$ cat src/rtl/facache.sv
// facache: four-entry fully associative word cache with LRU replacement and eviction port.
// Define FACACHE_DEBUG_EN to trace fills and evictions with the level ID.
module facache #(
   parameter int ID = 0
) (
   input  logic        clk,
   input  logic        rst,
   input  logic [15:0] raddr,
   input  logic        re,
   input  logic [15:0] waddr,
   input  logic [15:0] wdata,
   input  logic        we,
   output logic [15:0] rdata,
   output logic        hit,
   output logic [15:0] ev_addr,
   output logic [15:0] ev_data,
   output logic        ev_valid
);

   logic [3:0]  valid_r;
   logic [15:0] addr_r [4];
   logic [15:0] data_r [4];
   logic [1:0]  rank_r [4];

   logic [3:0]  rhit_vec_s;
   logic        rhit_s;
   logic [1:0]  ridx_s;
   logic [3:0]  wmatch_vec_s;
   logic        wmatch_s;
   logic [1:0]  widx_s;
   logic        free_s;
   logic [1:0]  free_idx_s;
   logic [3:0]  victim_vec_s;
   logic [1:0]  victim_idx_s;
   logic [1:0]  fill_idx_s;
   logic        evict_s;
   logic [1:0]  rank_mid_s [4];
   logic [1:0]  rank_nxt_s [4];

   function automatic logic [1:0] lowest_idx(input logic [3:0] vec);
      logic [1:0] idx;
      casez (vec)
         4'b???1: idx = 2'd0;
         4'b??10: idx = 2'd1;
         4'b?100: idx = 2'd2;
         4'b1000: idx = 2'd3;
         default: idx = 2'd0;
      endcase
      return idx;
   endfunction

   // Making a slot MRU lifts it to 3 and shifts everything above its old rank down one.
   function automatic logic [1:0] touch_rank(input logic [1:0] rank, input logic [1:0] old_rank,
                                             input logic is_slot);
      logic [1:0] res;
      if (is_slot) begin
         res = 2'd3;
      end else if (rank > old_rank) begin
         res = rank - 2'd1;
      end else begin
         res = rank;
      end
      return res;
   endfunction

   // Tag compare for the lookup and fill ports against the pre-fill contents.
   always_comb begin
      rhit_vec_s   = 4'b0000;
      wmatch_vec_s = 4'b0000;
      for (int i = 0; i < 4; i++) begin
         rhit_vec_s[i]   = re & valid_r[i] & (addr_r[i] == raddr);
         wmatch_vec_s[i] = valid_r[i] & (addr_r[i] == waddr);
      end
      rhit_s     = |rhit_vec_s;
      ridx_s     = lowest_idx(rhit_vec_s);
      wmatch_s   = |wmatch_vec_s;
      widx_s     = lowest_idx(wmatch_vec_s);
      free_s     = ~(&valid_r);
      free_idx_s = lowest_idx(~valid_r);
   end

   // Lookup touch is applied first; replacement picks its victim from those ranks.
   always_comb begin
      victim_vec_s = 4'b0000;
      for (int i = 0; i < 4; i++) begin
         if (rhit_s) begin
            rank_mid_s[i] = touch_rank(rank_r[i], rank_r[ridx_s], (ridx_s == 2'(i)));
         end else begin
            rank_mid_s[i] = rank_r[i];
         end
         victim_vec_s[i] = (rank_mid_s[i] == 2'd0);
      end
      victim_idx_s = lowest_idx(victim_vec_s);
   end

   // Fill slot selection: in-place update, then lowest free slot, then LRU victim.
   always_comb begin
      if (wmatch_s) begin
         fill_idx_s = widx_s;
      end else if (free_s) begin
         fill_idx_s = free_idx_s;
      end else begin
         fill_idx_s = victim_idx_s;
      end
      evict_s = we & ~wmatch_s & ~free_s;
   end

   // Fill touch layered on top of the lookup touch.
   always_comb begin
      for (int i = 0; i < 4; i++) begin
         if (we) begin
            rank_nxt_s[i] = touch_rank(rank_mid_s[i], rank_mid_s[fill_idx_s], (fill_idx_s == 2'(i)));
         end else begin
            rank_nxt_s[i] = rank_mid_s[i];
         end
      end
   end

   // Slot storage and recency ranks.
   always_ff @(posedge clk or posedge rst) begin
      if (rst) begin
         valid_r <= 4'b0000;
         for (int i = 0; i < 4; i++) begin
            addr_r[i] <= 16'h0000;
            data_r[i] <= 16'h0000;
            rank_r[i] <= 2'(i);
         end
      end else begin
         for (int i = 0; i < 4; i++) begin
            rank_r[i] <= rank_nxt_s[i];
         end
         if (we) begin
            valid_r[fill_idx_s] <= 1'b1;
            addr_r[fill_idx_s]  <= waddr;
            data_r[fill_idx_s]  <= wdata;
         end else begin
            valid_r <= valid_r;
         end
      end
   end

   // Registered lookup result and one-cycle eviction report.
   always_ff @(posedge clk or posedge rst) begin
      if (rst) begin
         hit      <= 1'b0;
         rdata    <= 16'h0000;
         ev_valid <= 1'b0;
         ev_addr  <= 16'h0000;
         ev_data  <= 16'h0000;
      end else begin
         hit      <= rhit_s;
         rdata    <= rhit_s ? data_r[ridx_s] : 16'h0000;
         ev_valid <= evict_s;
         ev_addr  <= evict_s ? addr_r[victim_idx_s] : 16'h0000;
         ev_data  <= evict_s ? data_r[victim_idx_s] : 16'h0000;
      end
   end

`ifdef FACACHE_DEBUG_EN
   // Trace of fills and evictions at the fill edge.
   always_ff @(posedge clk) begin
      if (!rst && we) begin
         $display("facache L%0d fill addr=%h data=%h", ID, waddr, wdata);
         if (evict_s) begin
            $display("facache L%0d evict addr=%h data=%h", ID, addr_r[victim_idx_s],
                     data_r[victim_idx_s]);
         end else begin
         end
      end else begin
      end
   end
`else
`endif

endmodule

$ cat config.mk
export PLATFORM = sky130hd
export DESIGN_NAME = facache
export DESIGN_NICKNAME = d
export VERILOG_FILES = /design/src/rtl/facache.sv
export SDC_FILE = /design/constraint.sdc
export NUM_CORES = 1
export LEC_CHECK = 0
export ABC_AREA = 1
export BUFFER_PORTS_ARGS = -buffer_cell sky130_fd_sc_hd__buf_2
export CORE_ASPECT_RATIO = 0.6
export CORE_MARGIN = 2
export CORE_UTILIZATION = 25
export CTS_BUF_LIST = sky130_fd_sc_hd__clkbuf_2 sky130_fd_sc_hd__clkbuf_4 sky130_fd_sc_hd__clkbuf_8
export CTS_CLUSTER_DIAMETER = 200
export DETAILED_ROUTE_END_ITERATION = 8
export GPL_TIMING_DRIVEN = 1
export SETUP_SLACK_MARGIN = 0.02
export SLEW_MARGIN = 10
export SYNTH_ARGS = -nofsm -noshare
export SYNTH_HDL_FRONTEND = slang
export SYNTH_SLANG_ARGS = --single-unit
$ cat constraint.sdc
create_clock -name clk -period 13.4 [get_ports clk]
set_clock_uncertainty 0.15 [all_clocks]
set_input_delay 2.01 -clock clk [delete_from_list [all_inputs] [get_ports clk]]
set_output_delay 2.01 -clock clk [all_outputs]
set_load 0.02 [all_outputs]
==> flow_summary.yaml, run 1 <==
floorplanning:
  die-height_um: 177
  core_sq_um: 49200
  floorplan.die_area_sq_um: 51500
  start_util_pct: 25.2
  boundaryPins: 102
  std_cell_rows: 63
  floorplan.die.width_um: 292
critical_path:
  reg2reg_setup_slack_ps: 6150
  critPathKind: "input port to flop"
  critPathMostFrequentCell: "sky130_fd_sc_hd__nand2_1"
  timing.critical_path.from: "raddr[9]"
  worst_path_dominant_cell_family: "simple AND/OR/NAND/NOR gates"
  worst_path_max_delay_cell: "sky130_fd_sc_hd__nor2_4"
  rr_worst_depth: 35
  cp-end-kind: "flop"
  critical_path_peak_fanout: 35
  reg2reg_from: "addr_r[11]"
  cp.depth: 34
  crit_arrival_ps: 8820
  timing.rr.end: "data_r[41]"
  crit_end: "data_r[41]"
  critical_path_buf_inv_count: 8
  cp.required_ps: 13680
  crit_path_start_kind: "input port"
  worst_path_largest_cell_delay_ps: 780
min_path:
  hold_path_class: "flop to flop"
drt:
  drt_pass1_iterations: 6
  detail_route.drc_violations: 0
  drt-vias-per-instance: 4.96
  via_count: 13000
  routedWlPerCell_um: 21.5
  antenna_violating_nets_remaining: 0
  detail_route.iter0.violations: 1782
  totalWireLength_mm: 56.5
final_layout:
  area_occupied_by_multi_input_gates_sq_um: 6570
  design.final.nets: 2030
  layout.area.seq_sq_um: 4760
  drive_gt1_share_pct: 10.4
  area_delta_synth_final_pct: 11.6
  num-fill-cells: 5489
timing:
  finalWorstPathRequiredPeriod_ps: 8540
  totalNegativeSetupSlack_ps: 0
  final_hold_viol_count: 0
  achievable_clock_frequency_ghz: 0.117
  worst_pin_slew_ps: 1060
  maxSlewViolCount: 0
  setup_violations: 0
  period_share_pct: 63.7
  relSlewSlack_pct: 29.0
  rsz0062_at_grt: "no"
power:
  worst_ir_drop_vdd_mv: 0.118
  power.static_leakage_nw: 7.38
  power.density_nw_per_um2: 260
  total_power_mw: 3.60
synth:
  synthesis.nets: 1964
  synth_seq_cells: 190
  synth_cell_types: 38
  ys_seq_area_share_pct: 38.4
  synth-warning-count: 0
  synthesis.instances: 1892
  netlist_area_sq_um: 12400
  syn_area_per_cell_sq_um: 6.56
flow_run:
  max_cap_viol_count: 0
clock_tree:
  cts_inserted_buffers: 17
  clock_tree.root_cell: "sky130_fd_sc_hd__clkbuf_8"
  cts-root-to-sink-buffers: 2
  clock_insertion_delay_worst_skew_ps: 550
  cts_tree: "built"
  cts.repair.resized: 0
  cts_hold_repair.buffers: 0
  clkSlewWorstSetupHoldPaths_ps: 110
  post-cts-setup-buffer-count: 0
  tritoncts_sinks: 190
  ctsHtreeMaxLevel: 4
grt:
  grt_first_pass_wirelength_mm: 82.2
  grt_start_max_net_pins: 109
  globalRoute.totalOverflow: 0
  grt_pass1_vias: 12000
  gr-usage-all-layers_pct: 22.1
  grt_antenna_before_repair: 7
placement:
  detailed_place_hpwl_mm: 44.6
  place.gp.congestion: 1.05
  port_buffers: 101
run_status:
  outcome: "completed"
-- cell type report --
class                   instances  share of cell area [%]
flip-flops and latches        190                    34.4
inverters                     184                    5.04
clock inverters                12                   0.850
clock buffers                  20                    1.99
diodes                          4                  0.0723
multi-input cells            1451                    47.4
repair buffers                114                    4.36
well taps                     650                    5.87
-- routing by layer --
layer / wire length, um / global-route usage (%) / vias to the layer above
li1: - / - / 6126
met1: 28600 / 34.9 / 6225
met2: 20500 / 27.8 / 610
met3: 6670 / 7.91 / 40
met4: 595 / 4.10 / 6
met5: 130 / 1.31 / -
-- synthesized netlist by cell type (all sizes together) --
cell type	number	area share [%]
clkbuf	24	0.73
xor2	13	0.92
a21oi	81	3.3
dfstp	4	0.85
clkinv	1	0.030
a31oi	13	0.66
nor3	11	0.44
nand2	781	24
and3	1	0.050
o21ai	194	8.4
o21bai	5	0.30
or2	4	0.20
o221ai	16	1.1
nand3	50	2.0
inv	183	5.5
nand3b	5	0.30
o22ai	1	0.050
o211ai	3	0.18
nand4	20	1.0
mux2i	4	0.32
dfrtp	186	38
a221oi	5	0.35
buf	43	2.5
xnor2	7	0.49
ha	20	2.0
and2	1	0.050
nor2	214	6.7
nor3b	2	0.12
-- through the flow --
stage	setup WS, ps	hold slack (ps)	util, %	std cells	instance area [sq um]
2_1_floorplan	6080	326	-	1892	12400
3_3_place_gp	4500	341	27.3	2589	13400
3_5_place_dp	4410	347	27.3	2589	13400
4_1_cts	4990	373	28.1	2621	13800
5_1_grt	4260	403	28.1	2623	13800
6_report	4860	375	28.1	2625	13800
-- flip-flops by register name (all words and copies together) (netlist names) --
name,cells
rank_r,8
valid_r,4
rdata,16
hit,1
addr_r,64
ev_data,16
ev_valid,1
data_r,64
ev_addr,16
-- where the power goes --
group	switching, mW	total [mW]	internal [mW]
combinational	1.52	2.16	0.638
clock	0.244	0.395	0.151
sequential	0.226	1.05	0.820
total	1.99	3.60	1.61
-- worst min path at each step --
stage | slack, ps | cells after the start | end | startpoint
floorplan | 330 | 2 | data_r[9] | data_r[9]
global placement | 340 | 2 | data_r[25] | data_r[25]
detailed placement | 350 | 2 | data_r[6] | data_r[6]
CTS | 370 | 2 | data_r[6] | data_r[6]
global route | 400 | 2 | data_r[24] | data_r[24]
finish | 370 | 2 | data_r[6] | data_r[6]
-- worst reg2reg max path: cells and delay by family, from the launching register on --
family                     cells  cell delay, ps
adders and majority gates      2             560
buffers and inverters          8            2060
and+or+nand+nor               19            2900
DFF                            1             430
AOI/OAI and AO/OA              6            1050
-- cells by family after synthesis --
kind of cell / count (synthesis) / synth area share, %
and+or+nand+nor: 1089 / 34.8
AOI/OAI and AO/OA: 318 / 14.3
buffers and inverters: 251 / 8.78
DFF: 190 / 38.4
xor gates and xnor gates: 20 / 1.41
adders and majority gates: 20 / 2.02
muxes: 4 / 0.323
-- cells in the final DEF (no fill, tap or decap), types with 18 or more instances in the layout --
| master | Yosys | routed |
|---|---|---|
| sky130_fd_sc_hd__nand2_1 | 773 | 772 |
| sky130_fd_sc_hd__nor2_1 | 210 | 210 |
| sky130_fd_sc_hd__dfrtp_1 | 186 | 186 |
| sky130_fd_sc_hd__inv_1 | 165 | 164 |
| sky130_fd_sc_hd__buf_2 | 22 | 101 |
| sky130_fd_sc_hd__o21ai_0 | 94 | 94 |
| sky130_fd_sc_hd__a21oi_1 | 81 | 81 |
| sky130_fd_sc_hd__o21ai_1 | 81 | 80 |
| sky130_fd_sc_hd__nand3_1 | 50 | 50 |
| sky130_fd_sc_hd__o21ai_2 | 19 | 20 |
| sky130_fd_sc_hd__nand4_1 | 20 | 20 |
| sky130_fd_sc_hd__ha_1 | 20 | 20 |
| sky130_fd_sc_hd__clkbuf_8 | 0 | 20 |
| sky130_fd_sc_hd__inv_2 | 18 | 18 |
(Power assumes the default switching activity.)
==> inputs of run 2 (changes only) <==
Settings changed: ABC_AREA 1 to 0.
Clock period 13.4 ns to 7.1 ns, I/O delays scaled along.
==> flow_summary.yaml, run 2 <==
run_status:
  outcome: "completed"
final_layout:
  finalNonFillerCells: 1673
  area_delta_synth_final_pct: 18.1
  num-fill-cells: 4383
  layout.cells.most_common_list: "sky130_fd_sc_hd__dfrtp_1 (186), sky130_fd_sc_hd__buf_2 (101), sky130_fd_sc_hd__xor2_1 (96), sky130_fd_sc_hd__nand2_1 (74), sky130_fd_sc_hd__buf_4 (71)"
  top_regs: "addr_r (64), data_r (64)"
  drive_gt1_share_pct: 31.3
  design.final.nets: 1157
  post-route-util_pct: 30.1
  layout_commonest_cell: "sky130_fd_sc_hd__dfrtp_1"
grt:
  grt_start_max_net_pins: 116
  gr-usage-all-layers_pct: 15.3
  globalRoute.totalOverflow: 0
  grt_first_pass_wirelength_mm: 51.5
  grt_antenna_before_repair: 10
  grt_pass1_vias: 8138
synth:
  syn_area_per_cell_sq_um: 11.3
  synthArstFlopShare_pct: 100
  leading_cell_type_by_number_of_instances_after_synthesis: "sky130_fd_sc_hd__dfrtp_1"
  synthesis.instances: 957
  number_of_enable_type_register_cells_in_the_synthesized_netlist: 0
  synthTopCellsByCount: "sky130_fd_sc_hd__dfrtp_1 (186), sky130_fd_sc_hd__xor2_1 (96), sky130_fd_sc_hd__nand2_1 (74)"
  most_frequently_used_flop_master_after_synthesis: "sky130_fd_sc_hd__dfrtp_1"
  synthesis.nets: 1029
  yosys.area.top_type_share_pct: 43.2
  ys_seq_area_share_pct: 44.2
  synth_top_area_cell: "sky130_fd_sc_hd__dfrtp_1"
  synth_seq_cells: 190
  netlist_area_sq_um: 10800
  synth_top_cells_by_area: "sky130_fd_sc_hd__dfrtp_1 (43%), sky130_fd_sc_hd__xor2_1 (7.8%), sky130_fd_sc_hd__mux2_2 (7.0%)"
  synth-warning-count: 0
  synth_cell_types: 60
timing:
  setup_violations: 0
  worst_pin_slew_ps: 1130
  setup_ws_ps: 435
  rsz0062_at_grt: "no"
  finalWorstPathRequiredPeriod_ps: 6670
  achievable_clock_frequency_ghz: 0.150
  period_share_pct: 93.9
  final_hold_viol_count: 0
  relSlewSlack_pct: 24.5
  totalNegativeSetupSlack_ps: 0
  maxSlewViolCount: 0
flow_run:
  max_cap_viol_count: 0
floorplanning:
  floorplan.die.width_um: 272
  start_util_pct: 25.5
  floorplan.die_area_sq_um: 44800
  core_sq_um: 42200
  die-height_um: 165
  std_cell_rows: 58
  boundaryPins: 102
critical_path:
  cp.required_ps: 7360
  worst_path_max_delay_cell: "sky130_fd_sc_hd__or2_2"
  critical_path_peak_fanout: 9
  crit_path_start_kind: "input port"
  worst_path_largest_cell_delay_ps: 370
  cp-end-kind: "flop"
  critPathKind: "input port to flop"
  critPathMostFrequentCell: "sky130_fd_sc_hd__buf_4"
  crit_arrival_ps: 6920
power:
  total_power_mw: 5.42
  power.static_leakage_nw: 5.34
  worst_ir_drop_vdd_mv: 0.148
  power.density_nw_per_um2: 426
drt:
  antenna_violating_nets_remaining: 0
  detail_route.drc_violations: 0
  via_count: 8119
  routedWlPerCell_um: 20.2
  detail_route.iter0.violations: 602
  drt_pass1_iterations: 7
  totalWireLength_mm: 33.8
  drt-vias-per-instance: 4.85
clock_tree:
  clkSlewWorstSetupHoldPaths_ps: 110
  cts-root-to-sink-buffers: 2
  cts_inserted_buffers: 17
  clock_tree.root_cell: "sky130_fd_sc_hd__clkbuf_8"
  ctsHtreeMaxLevel: 4
  cts_tree: "built"
  tritoncts_sinks: 190
  clock_insertion_delay_worst_skew_ps: 490
  cts_hold_repair.buffers: 0
placement:
  detailed_place_hpwl_mm: 23.3
  port_buffers: 101
  placed_cells_incl_taps: 1636
  place.gp.congestion: 0.898
  dp_slack_ps: -85.1
min_path:
  hold_path_class: "flop to flop"
run 2: worst paths after layout:
kind	slack, ps	cells after the start	to	start
max	430	32	rank_r[3]	raddr[15]
min in group asynchronous	540	2	rdata[2]	rst
max in group asynchronous	4580	3	data_r[18]	rst
min	370	1	data_r[58]	data_r[58]
min reg2reg	370	1	data_r[58]	data_r[58]
max reg2reg	630	31	rank_r[3]	addr_r[15]
run 2: stage by stage:
| step | cell area, sq um | hold WS, ps |
|---|---|---|
| detailed placement | 12300 | 345 |
| global route | 12700 | 388 |
| finish | 12700 | 369 |
| global placement | 12300 | 338 |
| CTS | 12700 | 370 |
| floorplan | 10800 | 323 |
run 2: layer usage:
metal	global-route usage [%]	vias up	part of all wire, %
li1	-	3714	-
met1	22.4	4121	50
met2	22.2	240	43
met3	3.65	42	6.0
met4	4.70	2	1.4
met5	0	-	0.038
run 2: cell type report:
class / instances / area [sq um] / area share [%]
clock inverters: 14 / 144 / 1.13
inverters: 15 / 63.8 / 0.501
clock buffers: 18 / 248 / 1.95
multi-input cells: 683 / 5630 / 44.2
well taps: 570 / 713 / 5.60
repair buffers: 178 / 1160 / 9.10
diodes: 5 / 12.5 / 0.0983
flip-flops and latches: 190 / 4760 / 37.4
run 2: cell families after synthesis:
| group | Yosys count | share of synthesized area [%] |
|---|---|---|
| compound gates | 164 | 11.0 |
| xor+xnor | 136 | 11.1 |
| fa+ha+maj | 20 | 2.32 |
| buf+inv | 84 | 4.25 |
| flops | 190 | 44.2 |
| mux | 150 | 16.7 |
| simple gates | 213 | 10.5 |
run 2: where the power goes:
| group | switching, mW | internal [mW] |
|---|---|---|
| Clock | 0.445 | 0.301 |
| Sequential | 0.504 | 1.58 |
| Combinational | 1.30 | 1.29 |
| Total | 2.25 | 3.17 |
run 2: repair_timing:
action | CTS | global route
setup buffers | 0 | 0
gates resized for setup | 0 | 4
setup endpoints to repair | 0 | 8
endpoints found under the hold margin | 0 | 0
run 2: worst max-delay path: cells and delay by family:
kind,cells,cell delay [ps]
adders and majority gates,3,680
buffers and inverters,7,990
xor gates and xnor gates,1,150
muxes,2,720
AOI/OAI and AO/OA,10,1750
and+or+nand+nor,9,1560
